$ cat src/rtl/multicycle_controller.sv
// Main control FSM for the multicycle RV32I core.
// Sequences the shared ALU, the unified memory port and the register file.
// Supports lw, sw, R-type, I-type ALU, beq and jal, with memory wait states.
// The per-state control fields are registered alongside the state register.
// Only the strobes that must react to MemReady, Zero or reset are combined
// combinationally at the outputs.
module multicycle_controller #(
  parameter bit MEM_HANDSHAKE = 1'b1,
  parameter int INSTRET_W     = 32
) (
  input  logic                 clk,
  input  logic                 rst,
  input  logic [6:0]           op,
  input  logic                 Zero,
  input  logic                 MemReady,
  output logic                 PCWrite,
  output logic                 AdrSrc,
  output logic                 MemWrite,
  output logic                 IRWrite,
  output logic                 RegWrite,
  output logic [1:0]           ResultSrc,
  output logic [1:0]           ALUSrcA,
  output logic [1:0]           ALUSrcB,
  output logic [1:0]           ALUOp,
  output logic [1:0]           ImmSrc,
  output logic                 IllegalOp,
  output logic [INSTRET_W-1:0] Instret
);

  localparam logic [6:0] OP_LW   = 7'b0000011;
  localparam logic [6:0] OP_SW   = 7'b0100011;
  localparam logic [6:0] OP_R    = 7'b0110011;
  localparam logic [6:0] OP_I    = 7'b0010011;
  localparam logic [6:0] OP_BEQ  = 7'b1100011;
  localparam logic [6:0] OP_JAL  = 7'b1101111;

  localparam logic [INSTRET_W-1:0] INSTRET_ONE = {{(INSTRET_W-1){1'b0}}, 1'b1};
  localparam logic [INSTRET_W-1:0] INSTRET_ZERO = {INSTRET_W{1'b0}};

  typedef enum logic [3:0] {
    S_FETCH    = 4'd0,
    S_DECODE   = 4'd1,
    S_MEMADR   = 4'd2,
    S_MEMREAD  = 4'd3,
    S_MEMWB    = 4'd4,
    S_MEMWRITE = 4'd5,
    S_EXECR    = 4'd6,
    S_EXECI    = 4'd7,
    S_ALUWB    = 4'd8,
    S_BEQ      = 4'd9,
    S_JAL      = 4'd10
  } state_t;

  typedef struct packed {
    logic       adr_src;
    logic [1:0] result_src;
    logic [1:0] alu_src_a;
    logic [1:0] alu_src_b;
    logic [1:0] alu_op;
    logic       reg_write;
    logic       mem_write;
    logic       branch;
    logic       pc_upd;    // unconditional PC update (jal)
    logic       fetch;     // FETCH: IR load and PC+4 gated by MemReady
  } ctrl_t;

  localparam ctrl_t CTRL_NONE = {$bits(ctrl_t){1'b0}};

  // Moore output fields for a given state; unlisted fields stay 0.
  function automatic ctrl_t ctrl_of(input state_t s);
    ctrl_t c;
    c = CTRL_NONE;
    case (s)
      S_FETCH: begin
        c.alu_src_b  = 2'b10;
        c.result_src = 2'b10;
        c.fetch      = 1'b1;
      end
      S_DECODE: begin
        c.alu_src_a = 2'b01;
        c.alu_src_b = 2'b01;
      end
      S_MEMADR: begin
        c.alu_src_a = 2'b10;
        c.alu_src_b = 2'b01;
      end
      S_MEMREAD: begin
        c.adr_src = 1'b1;
      end
      S_MEMWB: begin
        c.result_src = 2'b01;
        c.reg_write  = 1'b1;
      end
      S_MEMWRITE: begin
        c.adr_src   = 1'b1;
        c.mem_write = 1'b1;
      end
      S_EXECR: begin
        c.alu_src_a = 2'b10;
        c.alu_op    = 2'b10;
      end
      S_EXECI: begin
        c.alu_src_a = 2'b10;
        c.alu_src_b = 2'b01;
        c.alu_op    = 2'b10;
      end
      S_ALUWB: begin
        c.reg_write = 1'b1;
      end
      S_BEQ: begin
        c.alu_src_a = 2'b10;
        c.alu_op    = 2'b01;
        c.branch    = 1'b1;
      end
      S_JAL: begin
        c.alu_src_a = 2'b01;
        c.alu_src_b = 2'b10;
        c.pc_upd    = 1'b1;
      end
      default: c = CTRL_NONE;
    endcase
    return c;
  endfunction

  state_t                 state_r;
  state_t                 state_next_s;
  ctrl_t                  ctrl_r;
  logic [INSTRET_W-1:0]   instret_r;
  logic                   ready_s;
  logic                   retire_s;
  logic                   illegal_s;
  logic [1:0]             imm_src_s;

  assign ready_s = MEM_HANDSHAKE ? MemReady : 1'b1;

  // Next-state selection plus retire and illegal-opcode detection.
  always_comb begin
    state_next_s = state_r;
    retire_s     = 1'b0;
    illegal_s    = 1'b0;
    case (state_r)
      S_FETCH: begin
        if (ready_s) state_next_s = S_DECODE;
        else         state_next_s = S_FETCH;
      end
      S_DECODE: begin
        case (op)
          OP_LW, OP_SW: state_next_s = S_MEMADR;
          OP_R:         state_next_s = S_EXECR;
          OP_I:         state_next_s = S_EXECI;
          OP_BEQ:       state_next_s = S_BEQ;
          OP_JAL:       state_next_s = S_JAL;
          default: begin
            state_next_s = S_FETCH;
            illegal_s    = 1'b1;
          end
        endcase
      end
      S_MEMADR: begin
        if (op == OP_SW) state_next_s = S_MEMWRITE;
        else             state_next_s = S_MEMREAD;
      end
      S_MEMREAD: begin
        if (ready_s) state_next_s = S_MEMWB;
        else         state_next_s = S_MEMREAD;
      end
      S_MEMWRITE: begin
        if (ready_s) begin
          state_next_s = S_FETCH;
          retire_s     = 1'b1;
        end else begin
          state_next_s = S_MEMWRITE;
        end
      end
      S_EXECR, S_EXECI, S_JAL: state_next_s = S_ALUWB;
      S_MEMWB, S_ALUWB, S_BEQ: begin
        state_next_s = S_FETCH;
        retire_s     = 1'b1;
      end
      default: state_next_s = S_FETCH;
    endcase
  end

  // State, registered control fields and retired-instruction counter.
  always_ff @(posedge clk or negedge rst) begin
    if (!rst) begin
      state_r   <= S_FETCH;
      ctrl_r    <= ctrl_of(S_FETCH);
      instret_r <= INSTRET_ZERO;
    end else begin
      state_r <= state_next_s;
      ctrl_r  <= ctrl_of(state_next_s);
      if (retire_s) instret_r <= instret_r + INSTRET_ONE;
      else          instret_r <= instret_r;
    end
  end

  // Immediate format selection straight from the opcode.
  always_comb begin
    imm_src_s = 2'b00;
    case (op)
      OP_SW:   imm_src_s = 2'b01;
      OP_BEQ:  imm_src_s = 2'b10;
      OP_JAL:  imm_src_s = 2'b11;
      default: imm_src_s = 2'b00;
    endcase
  end

  // Strobes are forced low while reset is held so an aborted access stops at once.
  assign PCWrite   = rst & ((ctrl_r.fetch & ready_s) | ctrl_r.pc_upd | (ctrl_r.branch & Zero));
  assign IRWrite   = rst & ctrl_r.fetch & ready_s;
  assign RegWrite  = rst & ctrl_r.reg_write;
  assign MemWrite  = rst & ctrl_r.mem_write;
  assign IllegalOp = rst & illegal_s;
  assign AdrSrc    = ctrl_r.adr_src;
  assign ResultSrc = ctrl_r.result_src;
  assign ALUSrcA   = ctrl_r.alu_src_a;
  assign ALUSrcB   = ctrl_r.alu_src_b;
  assign ALUOp     = ctrl_r.alu_op;
  assign ImmSrc    = imm_src_s;
  assign Instret   = instret_r;

endmodule

$ cat config.mk
export PLATFORM = sky130hd
export DESIGN_NAME = multicycle_controller
export DESIGN_NICKNAME = d
export VERILOG_FILES = /design/src/rtl/multicycle_controller.sv
export SDC_FILE = /design/constraint.sdc
export NUM_CORES = 1
export LEC_CHECK = 0
export BUFFER_PORTS_ARGS = -buffer_cell sky130_fd_sc_hd__buf_4
export CAP_MARGIN = 20
export CELL_PAD_IN_SITES_DETAIL_PLACEMENT = 1
export CELL_PAD_IN_SITES_GLOBAL_PLACEMENT = 1
export CORE_MARGIN = 1.5
export CORE_UTILIZATION = 30
export CTS_CLUSTER_SIZE = 14
export DETAILED_ROUTE_END_ITERATION = 10
export PLACE_DENSITY_LB_ADDON = 0.1
export SYNTH_ARGS = -nofsm -noshare
export SYNTH_HDL_FRONTEND = slang
export SYNTH_SLANG_ARGS = --single-unit
$ cat constraint.sdc
create_clock -name clk -period 1.98 [get_ports clk]
set_clock_uncertainty 0.05 [all_clocks]
set_input_delay 0.297 -clock clk [delete_from_list [all_inputs] [get_ports clk]]
set_output_delay 0.297 -clock clk [all_outputs]
set_load 0.02 [all_outputs]
==> qor.yml <==
outcome:
  status: "completed"
sta:
  max_freq_mhz: 536.0
  min_period_over_period_pct: 94.22
  fin_crit_ps: 1866
  finalHoldViolCount: 0
  finalSetupViolations: 0
  max_slew_margin_pct: 71.23
  report.final.slew_viol_count: 0
  worst_pin_slew_ps: 431.5
clocking:
  cts_setup_buffers: 0
  clockRootBuffer: "clkbuf_8"
  clock-sinks: 49
  clock_latency_ps: 300
  cts_made_buffers: 5
  htree_levels: 2
  clk_pin_slew_ps: 90
  cts_buffer_depth: 2
  cts_tree: "yes"
setup_path:
  path_class: "flip-flop to output pin"
  r2r_slack_ps: 150
  crit_path_cell_trace: "nor2_2 > buf_4 > and2_1 > nand3_1 > nor2_1 > buf_4"
  crit_buf_inv: 2
  required_ps: 1630
  crit_path_end_kind: "output pin"
  cp_common_cell: "buf_4"
  critical-path-max-stage-delay_ps: 480
  cpMaxStageDelayCell: "dfrtp_2"
  crit_path_start_kind: "flip-flop"
  critPathTopFamily: "flip-flops"
  crit_fanout: 8
  crit_arrival_ps: 1520
power:
  total_power_mw: 2.506
  switching_share_pct: 32.03
  power_leakage_nw: 1.499
  combPwrFrac_pct: 25.8
  power_density_mw_per_mm2: 824.1
  vdd_drop_max_mv: 0.3104
  clkPwrFrac_pct: 24.6
  internal_power_mw: 1.703
  seqPwrFrac_pct: 49.5
  p_sw_uw: 802.6
floorplan:
  die_w_um: 91.50
  rows: 32
  dieArea_mm2: 0.008372
  ioPinCount: 59
  start_util_pct: 30.73
  die_height_um: 91.50
  core_area_mm2: 0.007647
global_routing:
  grt_max_degree: 26
  grt_overflow_total: 0
  grt_use_total_pct: 14.71
  antenna_found_initial: 0
  grt_pass1_wl_um: 9646
  grt_pass1_vias: 1886
synth:
  synth.cells.most_frequent: "dfrtp_1 (46), xnor2_1 (25), nand3_1 (17), nor2_1 (14), nand2_1 (13)"
  synth_top_area_share_pct: 48.99
  post-synth-top-count-cell: "dfrtp_1"
  synth_edf_count: 0
  syn_area_per_cell_um2: 10.78
  synth_fp_nets: 230
  yosys.cell_types.count: 42
  yosys_warnings: 0
  synth_area_mm2: 0.002350
  synth_cells: 218
  synth-async-reset-ratio_pct: 100.0
  ys_ff_latch: 49
  ys_top_cells_by_area: "dfrtp_1 (49%), xnor2_1 (9.3%), nand3_1 (3.6%)"
  ys.flop_type: "dfrtp_1"
  ys_seq_area_share_pct: 52.34
  synth_top_cell_by_area: "dfrtp_1"
place:
  port_buffers: 58
  dpl.hpwl_um: 4208
  placed_area_mm2: 0.002924
  gp_congestion: 0.7646
routing:
  drtIter0Drc: 29
  drt-total-wl_um: 5690
  via_per_inst: 4.654
  first_pass_iters: 4
  drc: 0
  detail_route.wl_per_cell_um: 14.70
  dr_total_vias: 1801
  antenna_left: 0
worst_hold_path:
  hold_class: "input pin to flip-flop"
flow_run:
  cap_violations: 0
cells_and_area:
  num-nets-final: 296
  fin_area_mm2: 0.003040
  postLayoutCoreUtil_pct: 39.76
  drive_above_1_share_pct: 34.39
  syn_to_final_growth_pct: 29.39
  n_antenna_cell: 0
==> path summary, 6_finish.rpt <==
| path | startpoint | to | depth (start not counted) |
|---|---|---|---|
| setup reg to reg | state_r[1] | ALUSrcA[1] | 6 |
| max in group asynchronous | rst | Instret[0] | 3 |
| hold reg to reg | Instret[31] | Instret[31] | 1 |
| min in group asynchronous | rst | ctrl_r[1] | 2 |
| setup / recovery | state_r[3] | IllegalOp | 6 |
| hold / removal | op[4] | ALUOp[1] | 3 |
==> cell type report <==
cell class                 count  area, µm²
fill                         875       4607
sequential                    49       1234
multi-input combinational    149       1016
timing repair buffer          73      550.5
tap                          102      127.6
clock buffer                   8      90.09
inverter                       6      22.52
==> worst reg2reg max path: cells and delay by family, from the launching register on <==
kind,cells,cell delay (ps)
flops,1,490
compound gates,3,610
simple gates,3,560
==> cell families after synthesis <==
group                    after synthesis  synth area share (%)
adder cells (fa/ha/maj)                1                0.5324
multiplexers                           2                0.9052
XOR/XNOR                              32                 11.93
AO/OA/AOI/OAI                         16                 5.005
flip-flops                            49                 52.34
AND/OR/NAND/NOR                       98                 24.33
buffers and inverters                 20                 4.952
==> placed cells by master, fill, tap and decap left out, drive strengths merged, types with 2 or more instances in the layout <==
master / synthesis / routed
nand2: 14 / 14
xnor2: 25 / 25
and3: 9 / 9
nor3: 6 / 6
o21ai: 4 / 4
and2: 7 / 7
dfstp: 3 / 3
dfrtp: 46 / 46
nor2b: 7 / 7
nand3: 18 / 18
xor2: 7 / 7
a22oi: 2 / 2
clkbuf: 1 / 8
buf: 13 / 72
nor2: 15 / 15
nand2b: 3 / 3
inv: 6 / 6
a21oi: 4 / 4
nor3b: 2 / 2
nand4: 8 / 8
and4: 5 / 5
==> power groups by stage <==
stage          Combinational [mW]  Clock, mW  Sequential [mW]
6_report                    0.647      0.617             1.24
5_1_grt                     0.709      0.695             1.26
4_1_cts                     0.653      0.647             1.24
3_5_place_dp                0.647          0             1.25
3_3_place_gp                0.640          0             1.25
2_1_floorplan               0.424          0             1.24
==> layer usage <==
layer / GRT usage (%) / routed length (µm) / part of all wire [%]
met4: 5.078 / 85 / 1.5
met5: 0 / 0 / 0
met2: 24.56 / 2827 / 50
met1: 18.87 / 2578 / 45
met3: 2.931 / 199 / 3.5
==> stage by stage <==
step	hold WS (ps)	TNS [ps]	cells	setup slack (ps)
after floorplan	-48.59	0	218	172.1
after global placement	96.17	0	378	72.54
after detailed placement	99.84	0	378	31.95
after CTS	211.2	0	387	19.41
after global routing	205.4	-5.670	387	-5.670
final	210.0	0	387	114.4
==> what timing repair did <==
item	CTS	global route
hold endpoints to repair	7	0
setup endpoints to repair	0	10
resized for setup	0	7
hold buffers	1	0
==> flip-flops by register name (all words and copies together) (netlist names) <==
signal / flops
ResultSrc: 2
Instret: 32
AdrSrc: 1
ctrl_r: 4
ALUOp: 2
ALUSrcA: 2
state_r: 4
ALUSrcB: 2
Power figures use the tool's default switching activity.
